<file path="config.mk">
export PLATFORM = sky130hd
export DESIGN_NAME = ps2_dev_io
export DESIGN_NICKNAME = d
export VERILOG_FILES = /design/src/rtl/ps2_dev_io.sv
export SDC_FILE = /design/constraint.sdc
export NUM_CORES = 1
export LEC_CHECK = 0
export ABC_CLOCK_PERIOD_IN_PS = 2600
export CAP_MARGIN = 0
export CORE_ASPECT_RATIO = 1.5
export CORE_MARGIN = 1
export CORE_UTILIZATION = 50
export CTS_CLUSTER_SIZE = 20
export DETAILED_ROUTE_END_ITERATION = 8
export PLACE_DENSITY = 0.81
export SYNTH_ARGS = -nofsm -noshare
export SYNTH_HDL_FRONTEND = slang
export SYNTH_SLANG_ARGS = --single-unit
export TNS_END_PERCENT = 20
</file>
<file path="constraint.sdc">
create_clock -name clk -period 2.6 [get_ports clk]
set_input_delay 0.52 -clock clk [delete_from_list [all_inputs] [get_ports clk]]
set_output_delay 0.52 -clock clk [all_outputs]
set_load 0.005 [all_outputs]
</file>
<file path="src/rtl/ps2_dev_io.sv">
// PS/2 keyboard receiver with glitch-filtered clock, frame FSM, receive FIFO and a
// CPU-facing status/data word. Handshake: ps2_rd/ps2_we are single-cycle strobes.
module ps2_dev_io #(
  parameter int TIMEOUT_CYCLES = 50000,
  parameter int FIFO_DEPTH     = 8
) (
  input  logic        clk,
  input  logic        rst,
  input  logic        ps2_clk,
  input  logic        ps2_data,
  input  logic        ps2_rd,
  input  logic        ps2_we,
  input  logic [31:0] Peripheral_in,
  output logic [31:0] ps2_out,
  output logic        ps2_irq
);

  localparam int PW = (FIFO_DEPTH > 1) ? $clog2(FIFO_DEPTH) : 1;
  localparam int TW = $clog2(TIMEOUT_CYCLES + 1);
  localparam logic [4:0]    DEPTH_C  = 5'(FIFO_DEPTH);
  localparam logic [TW-1:0] TMO_LAST = TW'(TIMEOUT_CYCLES - 1);

  typedef enum logic [1:0] {
    S_IDLE   = 2'd0,
    S_DATA   = 2'd1,
    S_PARITY = 2'd2,
    S_STOP   = 2'd3
  } state_t;

  // Synchronizers and clock filter
  logic       r_clk_s1, r_clk_s2;
  logic       r_dat_s1, r_dat_s2;
  logic       r_filt, r_filt_prev;
  logic [1:0] r_filt_cnt;
  logic       w_fall;
  logic       w_bit;

  // Frame FSM
  state_t          r_state;
  logic [7:0]      r_shift;
  logic [2:0]      r_bitcnt;
  logic            r_par;
  logic [TW-1:0]   r_tmo;
  logic            r_push;
  logic [7:0]      r_push_data;
  logic            r_ferr_set;
  logic            r_perr_set;

  // FIFO and sticky flags
  logic [7:0]      r_mem [FIFO_DEPTH];
  logic [PW-1:0]   r_wptr, r_rptr;
  logic [4:0]      r_count;
  logic            r_ovf, r_perr, r_ferr;
  logic            w_empty, w_full, w_pop, w_push_ok, w_ovf_set, w_clr;
  logic [7:0]      w_head;
  logic            w_unused;

  assign w_unused = &{1'b0, Peripheral_in[31:1]};

  // The filter only flips after four consecutive samples disagreeing with it.
  always_ff @(posedge clk) begin
    if (rst) begin
      r_clk_s1    <= 1'b1;
      r_clk_s2    <= 1'b1;
      r_dat_s1    <= 1'b1;
      r_dat_s2    <= 1'b1;
      r_filt      <= 1'b1;
      r_filt_prev <= 1'b1;
      r_filt_cnt  <= 2'd0;
    end else begin
      r_clk_s1    <= ps2_clk;
      r_clk_s2    <= r_clk_s1;
      r_dat_s1    <= ps2_data;
      r_dat_s2    <= r_dat_s1;
      r_filt_prev <= r_filt;
      if (r_clk_s2 != r_filt) begin
        if (r_filt_cnt == 2'd3) begin
          r_filt     <= r_clk_s2;
          r_filt_cnt <= 2'd0;
        end else begin
          r_filt_cnt <= r_filt_cnt + 2'd1;
        end
      end else begin
        r_filt_cnt <= 2'd0;
      end
    end
  end

  assign w_fall = r_filt_prev & ~r_filt;
  assign w_bit  = r_dat_s2;

  always_ff @(posedge clk) begin
    if (rst) begin
      r_state     <= S_IDLE;
      r_shift     <= 8'h00;
      r_bitcnt    <= 3'd0;
      r_par       <= 1'b0;
      r_tmo       <= '0;
      r_push      <= 1'b0;
      r_push_data <= 8'h00;
      r_ferr_set  <= 1'b0;
      r_perr_set  <= 1'b0;
    end else begin
      r_push     <= 1'b0;
      r_ferr_set <= 1'b0;
      r_perr_set <= 1'b0;
      case (r_state)
        S_IDLE: begin
          if (w_fall && !w_bit) begin
            r_state  <= S_DATA;
            r_bitcnt <= 3'd0;
          end
        end
        S_DATA: begin
          if (w_fall) begin
            r_shift  <= {w_bit, r_shift[7:1]};
            r_bitcnt <= r_bitcnt + 3'd1;
            if (r_bitcnt == 3'd7) r_state <= S_PARITY;
          end
        end
        S_PARITY: begin
          if (w_fall) begin
            r_par   <= w_bit;
            r_state <= S_STOP;
          end
        end
        S_STOP: begin
          if (w_fall) begin
            r_state <= S_IDLE;
            if (!w_bit) begin
              r_ferr_set <= 1'b1;
            end else if (^{r_shift, r_par}) begin
              r_push      <= 1'b1;
              r_push_data <= r_shift;
            end else begin
              r_perr_set <= 1'b1;
            end
          end
        end
        default: r_state <= S_IDLE;
      endcase
      // Inter-edge watchdog; a stalled frame is abandoned as a framing error.
      if (r_state == S_IDLE) begin
        r_tmo <= '0;
      end else if (w_fall) begin
        r_tmo <= '0;
      end else if (r_tmo == TMO_LAST) begin
        r_tmo      <= '0;
        r_state    <= S_IDLE;
        r_shift    <= 8'h00;
        r_ferr_set <= 1'b1;
      end else begin
        r_tmo <= r_tmo + TW'(1);
      end
    end
  end

  assign w_empty   = (r_count == 5'd0);
  assign w_full    = (r_count == DEPTH_C);
  assign w_pop     = ps2_rd & ~w_empty;
  assign w_push_ok = r_push & (~w_full | w_pop);
  assign w_ovf_set = r_push & w_full & ~w_pop;
  assign w_clr     = ps2_we & Peripheral_in[0];

  always_ff @(posedge clk) begin
    if (w_push_ok) r_mem[r_wptr] <= r_push_data;
  end

  // Set events take priority over a same-cycle clear.
  always_ff @(posedge clk) begin
    if (rst) begin
      r_wptr  <= '0;
      r_rptr  <= '0;
      r_count <= 5'd0;
      r_ovf   <= 1'b0;
      r_perr  <= 1'b0;
      r_ferr  <= 1'b0;
    end else begin
      if (w_push_ok) r_wptr <= r_wptr + PW'(1);
      if (w_pop)     r_rptr <= r_rptr + PW'(1);
      case ({w_push_ok, w_pop})
        2'b10:   r_count <= r_count + 5'd1;
        2'b01:   r_count <= r_count - 5'd1;
        default: r_count <= r_count;
      endcase
      r_ovf  <= (r_ovf  & ~w_clr) | w_ovf_set;
      r_perr <= (r_perr & ~w_clr) | r_perr_set;
      r_ferr <= (r_ferr & ~w_clr) | r_ferr_set;
    end
  end

  assign w_head  = w_empty ? 8'h00 : r_mem[r_rptr];
  assign ps2_out = {~w_empty, r_ovf, r_perr, r_ferr, r_count[3:0], 16'h0000, w_head};
  assign ps2_irq = ~w_empty;

endmodule
</file>
==> qor.csv <==
metric;value;unit
largest net degree at the start of global routing;30;
outcome;completed;
async set-reset flop share out of synthesis;0;%
number of synthesized flops with an enable pin;64;
H-tree levels;4;
slowest CP cell;or4_4;
grt ovf;0;
Hold Crit Class;reg -> reg;
fill count;777;
reg2reg end;r_count[4]$_SDFFE_PP0P_;
Worst-Skew Late Latency;0.41;ns
critical path cell sequence;or4_4 -> nor2_8 -> inv_2 -> clkdlybuf4s50_1;
xor/xnor cell area share of the yosys netlist;4.708;%
DR iter-0 viols;178;
clk buf depth;2;
Max FO, Critical Path;6;
Critical Path Source;r_count[0]$_SDFFE_PP0P_;
fin util;61.47;%
max incr delay on CP;0.60;ns
Hold Fails Final Rpt;0;
total power;0.004634;W
clk sink count;130;
most frequent cells in the layout;dfxtp_1 (65), edfxtp_1 (64), nor2_1 (51), nand2_1 (50), a21oi_1 (27);
total CTS buffers;17;
Worst R2R Start;r_count[0]$_SDFFE_PP0P_;
main combinational cell family by area after synthesis;simple AND/OR/NAND/NOR gates;
# IOs;71;
antenna cells;0;
commonest non-fill, non-tap cell in the layout;dfxtp_1;
Max-cap violations;0;
Startpoint Class;flip-flop;
switching pwr;0.0008825;W
sequential power share;46.2;%
Clock Power Share;52.8;%
minimum clock period after layout;2.541;ns
Post-Synth Simple-Gate Area;13.60;%
reg2reg path depth;9;
critical path arrival;2.02;ns
growth of design area from synthesis to finish;18.97;%
CP Data Required Time;2.08;ns
RePlAce Congestion;0.8184;
Cell Int Power;0.003751;W
antenna violations before repair;0;
Total Routing Usage GR;20.11;%
CTS Root Cell;clkbuf_16;
multi-input logic area;0.002024;mm^2
final worst path period share;97.75;%
final slew viol count;0;
mean area per synthesized cell;11.93;um^2
height of the die;130.5;um
die area;0.01144;mm^2
Yosys cell types;46;
Slew headroom;41.69;%
DP HPWL;6.665;mm
Post-CTS Hold Buffers;0;
# rows;46;
IO Port Bufs;23;
vias post-DR;3442;
vias in the first global route;3552;
Final nets;547;
Final Skew;0.009841;ns
Via density;5.231;
drt first pass iters;5;
CTS tree;yes;
CP endpoint kind;primary output;
core area;0.01065;mm^2
Post-Route WL;10.21;mm
synthesized area;0.005502;mm^2
# DRC;0;
hold slack final;0.4068;ns
Post-DRT Antenna Nets;0;
Compound-Gate Fraction of Synth Area;5.140;%
number of synthesized register bits;130;
Synth Flop Type;dfxtp_1;
switching part of the total;19.04;%
Initial Utilization;51.67;%
IR drop worst, VDD;0.4807;mV
f_max;0.3935;GHz
RSZ-0062 raised after global routing;no;
final setup violating endpoints;0;
Setup crit end;ps2_irq;
routed len/inst;15.52;um
Leakage Power;2.415;nW
Yosys warning total;0;
combinational fraction of design power;1.0;%
Register Area;0.003247;mm^2
Adder-Cell Fraction of Synth Area;1.819;%
Pwr Density;708.0;mW/mm^2
Worst Tran Pin Value;0.8729;ns
mux contribution to synthesized area;10.37;%
Reg clk slew, reported paths;0.05;ns
Cells after Synth;461;
Die Span X;87.65;um
post-synthesis sequential area ratio;58.95;%
fraction of layout instances using a drive strength above 1;15.37;%
Setup CP Type;reg -> out;
R2R setup slack;0.24;ns
first-pass GRT wire length;17.04;mm
==> area by class of cell <==
class	count	share of cell area [%]
Timing Repair Buffer	46	6.748
Tap cell	144	2.753
Multi-Input combinational cell	296	30.93
Inverter	10	0.5735
Clock buffer	18	6.557
Clock inverter	14	2.829
Sequential cell	130	49.61
==> timing repair <==
action / 4_1_cts / 5_1_grt
setup endpoints to repair: 10 / 2
resized for setup: 14 / 0
buffers inserted: 3 / 1
endpoints found under the hold margin: 0 / 0
pin swaps: 2 / 1
cloned: 1 / 0
==> worst max-delay path, delay by kind of cell, from the launching register on <==
| family | cells | cell delay [ns] |
|---|---|---|
| AND/OR/NAND/NOR | 2 | 0.77 |
| buffers and inverters | 2 | 0.53 |
| flip-flops | 1 | 0.31 |
==> how the worst min path moves through the flow <==
stage,startpoint,end,depth (start not counted)
final,r_dat_s1$_SDFF_PP1_,r_dat_s2$_SDFF_PP1_,1
after global routing,r_dat_s1$_SDFF_PP1_,r_dat_s2$_SDFF_PP1_,1
after CTS,r_dat_s1$_SDFF_PP1_,r_dat_s2$_SDFF_PP1_,1
after detailed placement,r_dat_s1$_SDFF_PP1_,r_dat_s2$_SDFF_PP1_,1
after global placement,r_dat_s1$_SDFF_PP1_,r_dat_s2$_SDFF_PP1_,1
after floorplan,r_clk_s1$_SDFF_PP1_,r_clk_s2$_SDFF_PP1_,1
==> flip-flops by register name, indices dropped and copies added (netlist names), named ones only <==
register and flops:
r_bitcnt 3, r_par 1, r_filt_cnt 2, r_mem 64, r_filt 1, r_ovf 1, r_dat_s1 1, r_push 1
r_clk_s2 1, r_ferr 1, r_filt_prev 1, r_dat_s2 1, r_perr_set 1, r_perr 1, r_rptr 3, r_clk_s1 1
r_push_data 8, r_ferr_set 1, r_wptr 3, r_count 5, r_tmo 16, r_shift 8, r_state 2
==> metrics by stage <==
step	std cells	instance area (um^2)	setup WS (ns)	TNS [ns]
final	658	6545	0.05863	0
after floorplan	476	5558	0.2881	0
after CTS	657	6538	0.02324	0
after detailed placement	622	5867	-0.1242	-0.1680
after global placement	622	5867	-0.01435	-0.01435
after global routing	658	6545	0.005981	0
==> power groups by stage <==
stage	Sequential (W)	Combinational, W	Clock [W]
floorplan	0.00218	0.0000427	0
global placement	0.00219	0.0000427	0
detailed placement	0.00219	0.0000438	0
CTS	0.00214	0.0000441	0.00247
global route	0.00214	0.0000505	0.00256
finish	0.00214	0.0000448	0.00245
==> cell families after synthesis <==
kind of cell    count (synthesis)
fa+ha+maj                       8
compound gates                 48
buf+inv                        50
flops                         130
simple gates                  159
xor+xnor                       28
mux                            37
other cells                     1
==> Yosys cell counts, types with 2 or more instances <==
cell type / number / area (um^2)
a21oi_1: 27 / 135.1
a22oi_1: 2 / 15.01
and2_1: 3 / 18.77
and3_1: 5 / 31.28
buf_2: 4 / 20.02
buf_4: 25 / 187.7
clkbuf_1: 9 / 33.78
dfxtp_1: 66 / 1321
edfxtp_1: 64 / 1922
ha_1: 8 / 100.1
inv_1: 8 / 30.03
mux2i_1: 21 / 210.2
mux4_2: 16 / 360.4
nand2_1: 50 / 187.7
nand2b_1: 5 / 31.28
nand3_1: 10 / 50.05
nand4_1: 5 / 31.28
nor2_1: 51 / 191.4
nor2b_1: 5 / 31.28
nor3_1: 6 / 30.03
nor4_1: 3 / 18.77
o211ai_1: 3 / 22.52
o21ai_0: 8 / 40.04
or2_2: 5 / 31.28
or3_1: 5 / 31.28
or4_1: 2 / 15.01
xnor2_1: 16 / 140.1
xor2_1: 11 / 96.34
==> routing by layer <==
layer | share of wire (%) | GRT usage [%]
met1 | 38 | 20.22
met2 | 57 | 38.10
met3 | 2.5 | 5.088
met4 | 2.2 | 9.450
met5 | 0 | 0
Power figures use the tool's default switching activity.
==> RTL change 1: new RTL, same flow settings <==
The parameter `FIFO_DEPTH` goes from 8 to 16.
--- a/src/rtl/ps2_dev_io.sv
+++ b/src/rtl/ps2_dev_io.sv
@@ -2,7 +2,7 @@
 // CPU-facing status/data word. Handshake: ps2_rd/ps2_we are single-cycle strobes.
 module ps2_dev_io #(
   parameter int TIMEOUT_CYCLES = 50000,
-  parameter int FIFO_DEPTH     = 8
+  parameter int FIFO_DEPTH     = 16
 ) (
   input  logic        clk,
   input  logic        rst,
Formal check against the unedited RTL: no difference found for any inputs over 10 cycles, from zero or initial values and one cycle with rst high; that may be too few to reach the edited logic, so the function may still have changed.
==> RTL change 1 against the original RTL <==
- the run now ends with setup timing left
- wire length grew 49%
- design area grew 44%
- global-route usage shrank 0.58 points
- clock power grew 4%
- fmax shrank 3.6%
- largest power group is now sequential cells
- count of clock-buffer cells in the layout shrank 1
- synthesized area grew 46%
- highest routed layer unchanged
- worst setup slack lost 94 ps
- sequential cell count grew 67
- total power grew 57%
- hold slack gained 7.2 ps
- non-clock buffer count grew 24
- critical endpoint is now ps2_out[6]
==> RTL change 1: results <==
set metrics [dict create \
    gp_congestion 0.7809 \
    dp.cells 797 \
    path_max_fanout 5 \
    wl_mm 15.24 \
    inverters 10 \
    first_global_vias 4622 \
    drive_gt1_share_pct 23.05 \
    fin_tns_setup_ps -97.36 \
    grt_max_degree 33 \
    final_util_pct 59.97 \
    yosysSeqAreaShare_pct 64.89 \
    cp_top_family "multiplexers" \
    final-clk-cell-share_pct 6.394 \
    worst_slack_ps -35.48 \
    drt-initial-drc-count 282 \
    grt_usage_pct 19.53 \
    buf_share_pct 6.899 \
    slowest_delay_ps 490 \
    synth-edff-count 128 \
    synth-seq-cells 197 \
    n_clock_buffer 17 \
    reg_top3 "r_mem: 128 flops, r_tmo: 16 flops" \
    cts_resized 61 \
    cts_setup_buffers 15 \
    layoutNonFillerInstCount 845 \
    nNetsFinal 677 \
    violations "setup timing" \
    status "complete, but fails checks" \
    regArea_sq_mm 0.005234 \
    firstDrtPassIters 4 \
    grt_pass1_wl_mm 24.18 \
    place_area_sq_mm 0.008552 \
    cp.arrival_ps 2120 \
    place_ws_ps 28.11 \
    synthTopCellsByArea "edfxtp_1 (48%), dfxtp_1 (17%), mux4_2 (8.9%)" \
    max-vdd-ir-drop_v 0.0004885 \
    cp_slowest_cell "mux4_2" \
    post-route-cell-area_sq_mm 0.009413 \
    synth_cell_types 47 \
    worst_skew_pair.late_latency_ps 430 \
    nonClockBufferCount 70 \
    multi_input_area_share_pct 28.01 \
    relSlewSlack_pct 52.79 \
    vias_per_cell 5.452 \
    synth.top_cells.by_count "edfxtp_1 (128), dfxtp_1 (69), nor2_1 (59)" \
    setup_violations 5 \
    p_leak_nw 3.270 \
    syn_avg_cell_area_sq_um 13.96 \
    clk_pin_slew_ps 70 \
]
-- RTL change 1: changes by cell type after synthesis, moves of 4 or more --
cell,unedited run,this run
mux2i_1,21,10
edfxtp_1,64,128
nor2_1,51,59
a22oi_1,2,18
nand2b_1,5,19
clkbuf_1,9,17
nand2_1,50,34
o21ai_0,8,3
mux4_2,16,32
nor3_1,6,10
-- RTL change 1: kinds of logic (layout without fill, tap and decap cells) --
group	Yosys count	count (layout)	synth area share [%]
other	1	16	0.04657
DFF	197	197	64.89
muxes	42	42	10.19
and+or+nand+nor	172	172	10.72
xor gates and xnor gates	32	32	3.651
buffers and inverters	62	112	4.195
AOI/OAI and AO/OA	61	61	4.755
adders and majority gates	10	10	1.554
-- RTL change 1: power breakdown --
group / internal [mW] / switching [mW] / total (mW)
clock: 1.30 / 1.25 / 2.55
combinational: 0.745 / 0.542 / 1.29
sequential: 3.35 / 0.100 / 3.45
-- RTL change 1: routing by layer --
layer / GRT usage (%) / share of wire, % / wire (um) / vias up
li1: - / - / - / 2185
met1: 21.41 / 37 / 5698 / 2307
met2: 36.15 / 56 / 8553 / 101
met3: 4.720 / 4.1 / 623 / 14
met4: 7.804 / 2.4 / 366 / 0
met5: 0 / 0 / 0 / -
-- RTL change 1: final timing paths --
kind / startpoint / slack (ps) / end / cells after the start
hold / removal: r_dat_s1$_SDFF_PP1_ / 410 / r_dat_s2$_SDFF_PP1_ / 1
hold reg to reg: r_dat_s1$_SDFF_PP1_ / 410 / r_dat_s2$_SDFF_PP1_ / 1
setup / recovery: register / -40 / ps2_out[6] / 6
setup reg to reg: r_count[3]$_SDFFE_PP0P_ / 470 / r_mem[0][7]$_DFFE_PP_ / 6
==> RTL change 2: new RTL, same settings <==
Made on the original files. Register the outputs `ps2_out` and `ps2_irq`, cleared by the reset; this adds one clock of latency there.
--- a/src/rtl/ps2_dev_io.sv
+++ b/src/rtl/ps2_dev_io.sv
@@ -190,7 +190,14 @@
   end
 
   assign w_head  = w_empty ? 8'h00 : r_mem[r_rptr];
-  assign ps2_out = {~w_empty, r_ovf, r_perr, r_ferr, r_count[3:0], 16'h0000, w_head};
-  assign ps2_irq = ~w_empty;
+  always_ff @(posedge clk) begin
+    if (rst) begin
+      ps2_out <= '0;
+      ps2_irq <= '0;
+    end else begin
+      ps2_out <= {~w_empty, r_ovf, r_perr, r_ferr, r_count[3:0], 16'h0000, w_head};
+      ps2_irq <= ~w_empty;
+    end
+  end
 
 endmodule
Function: no difference found for any inputs over 10 cycles, from zero or initial values and one cycle with rst high; that may be too few to reach the edited logic, so the function may still have changed.
==> RTL change 2 against the original RTL <==
- wire length is 2.3% lower
- sequential cell count is 13 higher
- total power up 1.5%
- final cell count down 2.0%
- synthesized area increased by 3.5%
- sequential power up 9%
- register-to-register slack better by 130 ps
- worst setup slack better by 320 ps
- design area grew 1.1%
- largest cell class unchanged
==> RTL change 2: results <==
set metrics [dict create \
    max-vdd-ir-drop_v 0.0005194 \
    vias_per_cell 5.214 \
    synth.top_cells.by_count "dfxtp_1 (79), edfxtp_1 (64), nor2_1 (60)" \
    yosysWarnings 0 \
    grt_max_degree 21 \
    yosysSeqAreaShare_pct 61.51 \
    drc 0 \
    path_max_fanout 6 \
    post_drt_wl_per_cell_um 15.46 \
    cts_max_level 4 \
    slowest_delay_ps 590 \
    r2r_end "r_count[4]$_SDFFE_PP0P_" \
    dp_hpwl_mm 6.654 \
    grt_usage_pct 18.70 \
    grt_pass1_wl_mm 16.43 \
    rrSetupSlack_ps 370 \
    cts_buffer_depth 2 \
    synthTopCellsByArea "edfxtp_1 (34%), dfxtp_1 (28%), mux4_2 (6.3%)" \
    cts_made_buffers 17 \
    synth_cell_types 44 \
    netlist.area_leader.share_pct 33.74 \
    p_leak_nw 2.265 \
    clock_skew_ps 8.438 \
    cp_slowest_cell "or4_1" \
    clk_pin_slew_ps 60 \
    cts_root_buffer "clkbuf_16" \
    io_buffers 23 \
    antenna_found_initial 0 \
    reg_top3 "r_mem: 64 flops, ps2_out: 16 flops, r_tmo: 16 flops" \
    dp.cells 613 \
    gp_congestion 0.7997 \
    drive_gt1_share_pct 14.26 \
    drt-initial-drc-count 249 \
    wl_mm 9.970 \
    async_flop_share_pct 0 \
    synth-edff-count 64 \
    worstMarginPinSlew_ps 894.7 \
    nNetsFinal 530 \
    first_global_vias 3428 \
    status "finished, final reports clean" \
    firstDrtPassIters 4 \
    cts_resized 0 \
    max-cap-violations 0 \
    postSynthCellCount 454 \
    cp.arrival_ps 2540 \
    fillers 871 \
    worst_skew_pair.late_latency_ps 420 \
    startpoint "r_count[0]$_SDFFE_PP0P_" \
    antenna_cells 0 \
    hold-path-endpoint "r_clk_s2$_SDFF_PP1_" \
    r2r_cells 9 \
    cts_setup_buffers 0 \
    switchingPower_mw 0.9699 \
    min_path_type "reg -> reg" \
    hold_depth 1 \
    min_from "r_clk_s1$_SDFF_PP1_" \
]
-- RTL change 2: metrics by stage --
step / instance area (sq um) / worst slack (ps) / hold WS (ps)
2_1_floorplan: 5752 / 408.0 / 389.5
5_1_grt: 6614 / 219.5 / 446.7
6_report: 6614 / 373.9 / 409.7
3_3_place_gp: 6031 / 368.3 / 392.6
3_5_place_dp: 6031 / 348.8 / 399.2
4_1_cts: 6614 / 382.6 / 413.0
-- RTL change 2: worst max path at each step --
stage                                    endpoint  slack (ps)
final                     r_count[4]$_SDFFE_PP0P_         370
after global routing      r_count[4]$_SDFFE_PP0P_         220
after CTS                 r_count[4]$_SDFFE_PP0P_         380
after detailed placement  r_count[4]$_SDFFE_PP0P_         350
after global placement      r_mem[4][3]$_DFFE_PP_         370
after floorplan           r_count[4]$_SDFFE_PP0P_         410
-- RTL change 2: worst max-delay path: cells and delay by family (launching register included) --
kind            cells  cell delay, ps
simple gates        4             810
compound gates      2             460
flops               1             370
xor+xnor            2             250
fa+ha+maj           1             230
-- RTL change 2: power groups by stage --
stage	logic [mW]	clock network [mW]	registers, mW
global route	0.0501	2.45	2.33
detailed placement	0.0438	0	2.38
floorplan	0.0446	0	2.38
finish	0.0445	2.32	2.33
CTS	0.0439	2.35	2.33
global placement	0.0430	0	2.38
-- RTL change 2: area by class of cell --
class	instances	area share [%]
tap	147	2.781
sequential	143	52.97
multi-input combinational	278	29.91
clock inverter	14	2.005
inverter	8	0.4540
timing repair buffer	37	5.070
clock buffer	18	6.810
-- RTL change 2: routing by layer --
layer  track usage (%)  wire length, um
met1             18.74             3684
met2             34.48             5779
met3             6.114              327
met4             7.231              179
met5                 0                0
-- RTL change 2: logic make-up after synthesis --
group | share of synthesized area, %
buf+inv | 4.745
simple gates | 12.96
fa+ha+maj | 1.538
compound gates | 4.152
other cells | 0.06584
flops | 61.51
xor+xnor | 5.097
mux | 9.930
